**src/rtl/status_led_array.sv**
```systemverilog
// -----------------------------------------------------------------------------
// status_led_array
//   Multi-channel status-LED driver. Each channel has a run-time mode
//   (off, on, activity-stretch, blink). The PWM brightness, the blink
//   timebase and the output polarity are shared by every channel.
//
// Ports
//   clk         system clock
//   nreset      asynchronous reset, active-low
//   activity    per-channel activity strobe, synchronous to clk
//   mode        2 bits per channel: 00 off, 01 on, 10 activity, 11 blink
//   brightness  global PWM duty: 0 = dark, all-ones = fully on
//   busy        per-channel stretch counter non-zero (combinational from counter)
//   led         registered LED drive, inverted when ACTIVE_LOW = 1
// -----------------------------------------------------------------------------
module status_led_array #(
  parameter int CHANNELS   = 10,
  parameter int MIN_CLK    = 100000,
  parameter int BLINK_CLK  = 12500000,
  parameter int PWM_BITS   = 8,
  parameter int ACTIVE_LOW = 0
) (
  input  logic                    clk,
  input  logic                    nreset,
  input  logic [CHANNELS-1:0]     activity,
  input  logic [2*CHANNELS-1:0]   mode,
  input  logic [PWM_BITS-1:0]     brightness,
  output logic [CHANNELS-1:0]     busy,
  output logic [CHANNELS-1:0]     led
);

  localparam int CNT_W = $clog2(MIN_CLK + 1);
  localparam int BLK_W = (BLINK_CLK > 1) ? $clog2(BLINK_CLK) : 1;

  localparam logic [CNT_W-1:0] STRETCH_LOAD = CNT_W'(MIN_CLK);
  localparam logic [CNT_W-1:0] CNT_ZERO     = {CNT_W{1'b0}};
  localparam logic [CNT_W-1:0] CNT_ONE      = CNT_W'(1);
  localparam logic [BLK_W-1:0] BLINK_LAST   = BLK_W'(BLINK_CLK - 1);
  localparam logic [BLK_W-1:0] BLK_ZERO     = {BLK_W{1'b0}};
  localparam logic [BLK_W-1:0] BLK_ONE      = BLK_W'(1);
  localparam logic [PWM_BITS-1:0] PWM_ZERO  = {PWM_BITS{1'b0}};
  localparam logic [PWM_BITS-1:0] PWM_ONE   = PWM_BITS'(1);
  localparam logic POLARITY                 = (ACTIVE_LOW != 0) ? 1'b1 : 1'b0;

  typedef enum logic [1:0] {
    MODE_OFF      = 2'b00,
    MODE_ON       = 2'b01,
    MODE_ACTIVITY = 2'b10,
    MODE_BLINK    = 2'b11
  } led_mode_e;

  // Reject illegal parameterisations at elaboration time.
  if (MIN_CLK < 1) begin : g_bad_min_clk
    $error("status_led_array: MIN_CLK must be >= 1");
  end
  if (BLINK_CLK < 1) begin : g_bad_blink_clk
    $error("status_led_array: BLINK_CLK must be >= 1");
  end
  if ((CHANNELS < 1) || (CHANNELS > 32)) begin : g_bad_channels
    $error("status_led_array: CHANNELS must be in 1..32");
  end
  if (PWM_BITS < 1) begin : g_bad_pwm_bits
    $error("status_led_array: PWM_BITS must be >= 1");
  end

  logic [CHANNELS-1:0] act_q_r;
  logic [CNT_W-1:0]    stretch_cnt_r [CHANNELS];
  logic [BLK_W-1:0]    blink_cnt_r;
  logic                blink_phase_r;
  logic [PWM_BITS-1:0] pwm_cnt_r;
  logic                pwm_on_s;
  logic [CHANNELS-1:0] busy_s;
  logic [CHANNELS-1:0] raw_s;
  logic [CHANNELS-1:0] led_r;

  // Activity sample register: one cycle of alignment before the stretch stage.
  always_ff @(posedge clk or negedge nreset) begin
    if (!nreset) begin
      act_q_r <= {CHANNELS{1'b0}};
    end else begin
      act_q_r <= activity;
    end
  end

  // Per-channel stretch counters; a new strobe reloads the full length so
  // back-to-back strobes merge into one continuous busy window.
  always_ff @(posedge clk or negedge nreset) begin
    if (!nreset) begin
      for (int i = 0; i < CHANNELS; i++) begin
        stretch_cnt_r[i] <= CNT_ZERO;
      end
    end else begin
      for (int i = 0; i < CHANNELS; i++) begin
        if (act_q_r[i]) begin
          stretch_cnt_r[i] <= STRETCH_LOAD;
        end else if (stretch_cnt_r[i] != CNT_ZERO) begin
          stretch_cnt_r[i] <= stretch_cnt_r[i] - CNT_ONE;
        end else begin
          stretch_cnt_r[i] <= CNT_ZERO;
        end
      end
    end
  end

  // Busy flags decoded straight from the counters.
  always_comb begin
    busy_s = {CHANNELS{1'b0}};
    for (int i = 0; i < CHANNELS; i++) begin
      busy_s[i] = (stretch_cnt_r[i] != CNT_ZERO);
    end
  end

  assign busy = busy_s;

  // Shared blink timebase; free-running so mode changes never disturb it.
  always_ff @(posedge clk or negedge nreset) begin
    if (!nreset) begin
      blink_cnt_r   <= BLK_ZERO;
      blink_phase_r <= 1'b0;
    end else if (blink_cnt_r == BLINK_LAST) begin
      blink_cnt_r   <= BLK_ZERO;
      blink_phase_r <= ~blink_phase_r;
    end else begin
      blink_cnt_r   <= blink_cnt_r + BLK_ONE;
      blink_phase_r <= blink_phase_r;
    end
  end

  // Free-running PWM ramp, wraps naturally at 2^PWM_BITS.
  always_ff @(posedge clk or negedge nreset) begin
    if (!nreset) begin
      pwm_cnt_r <= PWM_ZERO;
    end else begin
      pwm_cnt_r <= pwm_cnt_r + PWM_ONE;
    end
  end

  // All-ones brightness forces full duty; the compare alone would leave one dark slot.
  always_comb begin
    pwm_on_s = (pwm_cnt_r < brightness) | (&brightness);
  end

  // Per-channel source select by mode.
  always_comb begin
    raw_s = {CHANNELS{1'b0}};
    for (int i = 0; i < CHANNELS; i++) begin
      case (led_mode_e'(mode[2*i +: 2]))
        MODE_OFF:      raw_s[i] = 1'b0;
        MODE_ON:       raw_s[i] = 1'b1;
        MODE_ACTIVITY: raw_s[i] = busy_s[i];
        MODE_BLINK:    raw_s[i] = blink_phase_r;
        default:       raw_s[i] = 1'b0;
      endcase
    end
  end

  // Registered LED drive so the pins never see combinational glitches.
  always_ff @(posedge clk or negedge nreset) begin
    if (!nreset) begin
      led_r <= {CHANNELS{POLARITY}};
    end else begin
      led_r <= (raw_s & {CHANNELS{pwm_on_s}}) ^ {CHANNELS{POLARITY}};
    end
  end

  assign led = led_r;

endmodule

```
**config.mk**
```make
export PLATFORM = sky130hd
export DESIGN_NAME = status_led_array
export DESIGN_NICKNAME = d
export VERILOG_FILES = /design/src/rtl/status_led_array.sv
export SDC_FILE = /design/constraint.sdc
export NUM_CORES = 1
export LEC_CHECK = 0
export CAP_MARGIN = 0
export CELL_PAD_IN_SITES_DETAIL_PLACEMENT = 0
export CELL_PAD_IN_SITES_GLOBAL_PLACEMENT = 1
export CORE_MARGIN = 2
export CORE_UTILIZATION = 45
export DETAILED_ROUTE_END_ITERATION = 8
export PLACE_DENSITY_LB_ADDON = 0.25
export REMOVE_ABC_BUFFERS = 1
export SYNTH_ARGS = -nofsm -noshare
export SYNTH_HDL_FRONTEND = slang
export SYNTH_SLANG_ARGS = --single-unit
```
**constraint.sdc**
```tcl
create_clock -name clk -period 2.9 [get_ports clk]
set_input_delay 0.29 -clock clk [delete_from_list [all_inputs] [get_ports clk]]
set_output_delay 0.29 -clock clk [all_outputs]
set_load 0.05 [all_outputs]
```
### After elaboration in Yosys (flattened, before gate mapping)

Cells that the tools add are included.

* order comparisons: 1
* reduce and logical (&&, ||, !) cells: 21
* equality and inequality tests: 31
* add/subtract/negate cells: 12
* muxes and demuxes: 31
* bitwise operators: 3

Operators by type and width (number)
* 2-to-1 mux 17 bit: 20
* nonzero test 17 bit: 10
* subtractor 17 x 1 -> 17 bit, second input constant: 10
* equality test 2 bit, second input constant: 20
* one-hot mux 1 bit (4 select lines): 10
* adder 24 x 1 -> 24 bit, second input constant: 1
* equality test 24 bit, second input constant: 1
* 2-to-1 mux 24 bit: 1
* equality test 2 x 1 -> 1 bit, second input constant: 10
* zero test 2 bit: 10
* bitwise AND 10 bit: 1
* adder 8 x 1 -> 8 bit, second input constant: 1
* < comparator 8 bit: 1
* AND reduction 8 bit: 1
* inverter 1 bit: 1
* OR 1 bit: 1

* output and inout bits: 20
* bits in registers: 223

### Longest topological paths before layout

* word-level depth: 3
* depth in mapped cells: 7

### Least setup slack after synthesis

OpenSTA, ideal clock, no wires.

* path type: reg2reg
* start point: reg stretch_cnt_r[60] (netlist name)
* end point: reg stretch_cnt_r[53] (netlist name)
* path slack: 0.520 ns
* period minus slack after synthesis: 2.380 ns
* data required time: 2.768 ns
* cell stages (with the launch flop): 6
* arrival time: 2.248 ns
* library setup time: 0.132 ns
* cell sequence: dfrtp_1 > nor4_1 > nand4_1 > nand2_1 > clkbuf_1 > nor2_1

* longest elaborated chain between the ends: 3

RTL lines
* start: declaration: line 67 `logic [CNT_W-1:0] stretch_cnt_r [CHANNELS];`
* start signal: indexed assignment: line 97 `stretch_cnt_r[i] <= stretch_cnt_r[i] - CNT_ONE;`
* nonzero test 17 bit
* named net busy[6]: line 28 `output logic [CHANNELS-1:0] busy,`
* 2-to-1 mux 17 bit: line 96 `end else if (stretch_cnt_r[i] != CNT_ZERO) begin`
* 2-to-1 mux 17 bit: line 94 `if (act_q_r[i]) begin`

The timed path passes the listed nets, and every way through them passes these cells.
A chain may end at the register's enable or synchronous reset.

### Final worst setup path

* start point: reg stretch_cnt_r[94] (netlist name)
* end point: out busy[4]

* longest elaborated chain between the ends: 1

RTL lines
* nonzero test 17 bit: line 109 `busy_s[i] = (stretch_cnt_r[i] != CNT_ZERO);`
* end: declaration: line 28

Every way passes these cells.

==> impl_results.md <==
* Fill count at between 2,000 and 2,500
* Outcome: finished, final reports clean
* DRT Pass-1 Iters at 5
* Worst hold stages at 1
* Global routing met3 resource utilization at 2.465%
* Reg clk slew, reported paths at ~0.060 ns
* Top cells by count, synth: 223 x dfrtp_1, 155 x nor2_1, 64 x xnor2_1, 62 x o21ai_0, 58 x xor2_1
* Fin crit period at between 2 and 3 ns
* Hold Violations, Final at 0
* Worst Reg-to-Reg Cells at 5
* Die ar. at 25,960 sq um
* Sequence of cells on the critical path: or4_1 -> or3_1 -> nor3_2 -> inv_1 -> buf_4
* Antenna Cells at 0
* CTS Buf Count at 26
* WHS Endpoint: act_q_r[7]$_DFF_PN0_
* Worst Path Max Fanout at 5
* Post-synth EDFFs at 0
* Core area at roughly 24,000 sq um
* Initial antenna violation count at 1
* Worst R2R End: stretch_cnt_r[33]$_DFF_PN0_
* Worst-Margin Slew at about 0.81 ns
* Hold Crit Start: activity[7]
* Fin nets at roughly 1,300
* Yosys top cell by area: dfrtp_1
* Crit-path max cell delay at around 0.6 ns
* Reg power frac at between 40% and 50%
* Final Cycle Share at ~96%
* Detailed Place HPWL at between 15,000 and 20,000 um
* Grt peak-use layer: met2
* Synth Warn # at 0
* Clock group share of total power at around two fifths
* VDD IR max at about 0.47 mV
* Area contributors post-synth: dfrtp_1 50%, nor2_1 5.2%, xnor2_1 5.0%
* Drt initial violations at 443
* Netlist area before placement at roughly 11,000 sq um
* Min-delay worst type: input pin to register
* Wire length per cell at between 10 and 15 um
* Met1 Usage GRT at a little over a quarter
* Power consumption at approximately 0.0077 W
* IO Count at 60
* Async set-or-reset flop fraction in the synthesized netlist at between 90% and 100%
* Pint at about 0.0056 W
* Top cell family by delay on the critical path: simple AND/OR/NAND/NOR gates
* Synthesized area per cell at just under 10 sq um
* H-tree lvl count at 1
* Max-slew violation count at 0
* Seq cells post-synth at between 200 and 250
* Hold_ws at around 0.20 ns
* Yosys cell types at 52
* Sinks on Clock Net at between 200 and 250
* Met2 GRT Util at between 20 and 30%
* Worst EP arrival at 2.51 ns
* Vias in the first global route at slightly above 8,000
* Total congestion overflow at 0
* Switching Share at a little over a quarter
* Final setup fails at 0
* Die height at between 150 and 200 um
* PD cells at about 600 nW/um^2
* Fmax at about 0.36 GHz
* R2r setup slk at 0.65 ns
* Global placer's final weighted congestion at ~0.79
* Post-synthesis sequential area ratio at roughly half
* Drt drc at 0
* Crit-path slowest cell: or4_1
* Clock root cell: clkbuf_16
* Worst-case clock buffer depth at 3
* Net Switching at just over 0.002 W
* Place WS at 0.2876 ns
* Ys flop type: dfrtp_1
* Setup bufs post-CTS at 0
* Starting Density at 45.82%
* Max_cap viols at 0
* Final Util at ~54%
* Crit path kind: register to output port
* Worst Setup Start Kind: register
* Vias per cell at approximately 5.4
* Post-route ant nets at 0
* Worst skew pair latency at approximately 0.52 ns
* Logic pwr share at a little over an eighth
* Lkg Pwr at ~5.1 nW
* RSZ-0062 raised after global routing: yes
* Port bufs at 59
* Row count at 57
* Global-route wire length before repair at 40,320 um
* Drt total wl at about 23,000 um
* Synth top area share at roughly 50%
* Clock Skew at about 0.012 ns
* WP buf/inv at 2
* Final worst slack at about 0.10 ns
* Critical path capture point type: output port
* Post-Synthesis Cells at 1,134
* DR vias at approximately 8,400
* GR Util All Layers at 18.31%
* Reg-to-reg critical path startpoint: stretch_cnt_r[17]$_DFF_PN0_
* Die width at about 160 um
* Synthesis-to-layout area growth at 17.48%
* Worst Path Required at 2.61 ns
* Largest net degree at the start of global routing at just under 70
* Max-slew headroom at between 40% and 50%
* CTS tree: yes
* Most frequent cell after synthesis: dfrtp_1
* Layout cells sized above 1 at about 8.1%
-- metrics by stage --
stage	cells	cell area (sq um)	TNS, ns
floorplan	1104	10990	0
global placement	1515	12220	0
detailed placement	1515	12220	0
CTS	1564	13040	0
global route	1564	13050	-0.02779
finish	1564	13050	0
-- metal layers --
layer | vias up | wire [um]
met5 | - | 0
met4 | 0 | 427
met3 | 31 | 640
met2 | 84 | 10390
met1 | 4083 | 11500
li1 | 4223 | -
-- area by class of cell --
type | instances | area, sq um | share of cell area, %
Inverter | 56 | 210.2 | 1.610
Sequential cell | 223 | 5580 | 42.75
Clock buffer | 41 | 768.2 | 5.886
Multi-Input combinational cell | 825 | 5226 | 40.04
Timing Repair Buffer | 88 | 824.5 | 6.317
Clock inverter | 7 | 37.54 | 0.2876
Tap cell | 324 | 405.4 | 3.106
-- cells by family (layout without fill, tap and decap cells) --
| group | Yosys count | in the layout | synth area share (%) |
|---|---|---|---|
| mux | 1 | 1 | 0.09009 |
| simple gates | 492 | 492 | 23.74 |
| flops | 223 | 223 | 50.23 |
| buf+inv | 86 | 192 | 2.962 |
| fa+ha+maj | 29 | 29 | 3.266 |
| compound gates | 181 | 181 | 10.10 |
| xor+xnor | 122 | 122 | 9.617 |
-- placed cells by master (no fill, tap or decap), types with 29 or more instances in the layout --
| cell type | count |
|---|---|
| xnor2_1 | 64 |
| nand2_1 | 45 |
| nor4_1 | 41 |
| a21oi_1 | 40 |
| dfrtp_1 | 223 |
| nor3_1 | 44 |
| nand4_1 | 29 |
| o21ai_0 | 62 |
| buf_4 | 32 |
| nand3_1 | 36 |
| nor2_1 | 153 |
| clkdlybuf4s50_1 | 48 |
| xor2_1 | 58 |
| ha_1 | 29 |
| inv_1 | 56 |
| or4_1 | 32 |
-- power by group through the flow --
stage / clock [W] / sequential, W / combinational, W
after detailed placement: 0 / 0.00360 / 0.00104
after global routing: 0.00329 / 0.00358 / 0.00118
after CTS: 0.00315 / 0.00354 / 0.00106
after floorplan: 0 / 0.00359 / 0.000657
final: 0.00307 / 0.00355 / 0.00104
after global placement: 0 / 0.00359 / 0.00104
-- timing repair --
item                                    CTS  global route
hold buffers                              1             0
endpoints found under the setup margin    4             5
endpoints found under the hold margin    59             0
resized for setup                         4             5
-- worst max path at each step --
stage                                       from                           end  slack [ns]  depth (start not counted)
floorplan           stretch_cnt_r[146]$_DFF_PN0_  stretch_cnt_r[138]$_DFF_PN0_        0.53                          4
global placement    stretch_cnt_r[127]$_DFF_PN0_                       busy[2]        0.33                          5
detailed placement  stretch_cnt_r[127]$_DFF_PN0_                       busy[2]        0.29                          5
CTS                 stretch_cnt_r[127]$_DFF_PN0_                       busy[2]        0.01                          5
global route        stretch_cnt_r[127]$_DFF_PN0_                       busy[2]       -0.03                          5
finish               stretch_cnt_r[94]$_DFF_PN0_                       busy[4]        0.10                          5
-- registers in the layout (all words and copies together) (netlist names) --
signal	cells
pwm_cnt_r	8
blink_cnt_r	24
blink_phase_r	1
stretch_cnt_r	170
act_q_r	10
led	10
(Power assumes the default switching activity.)
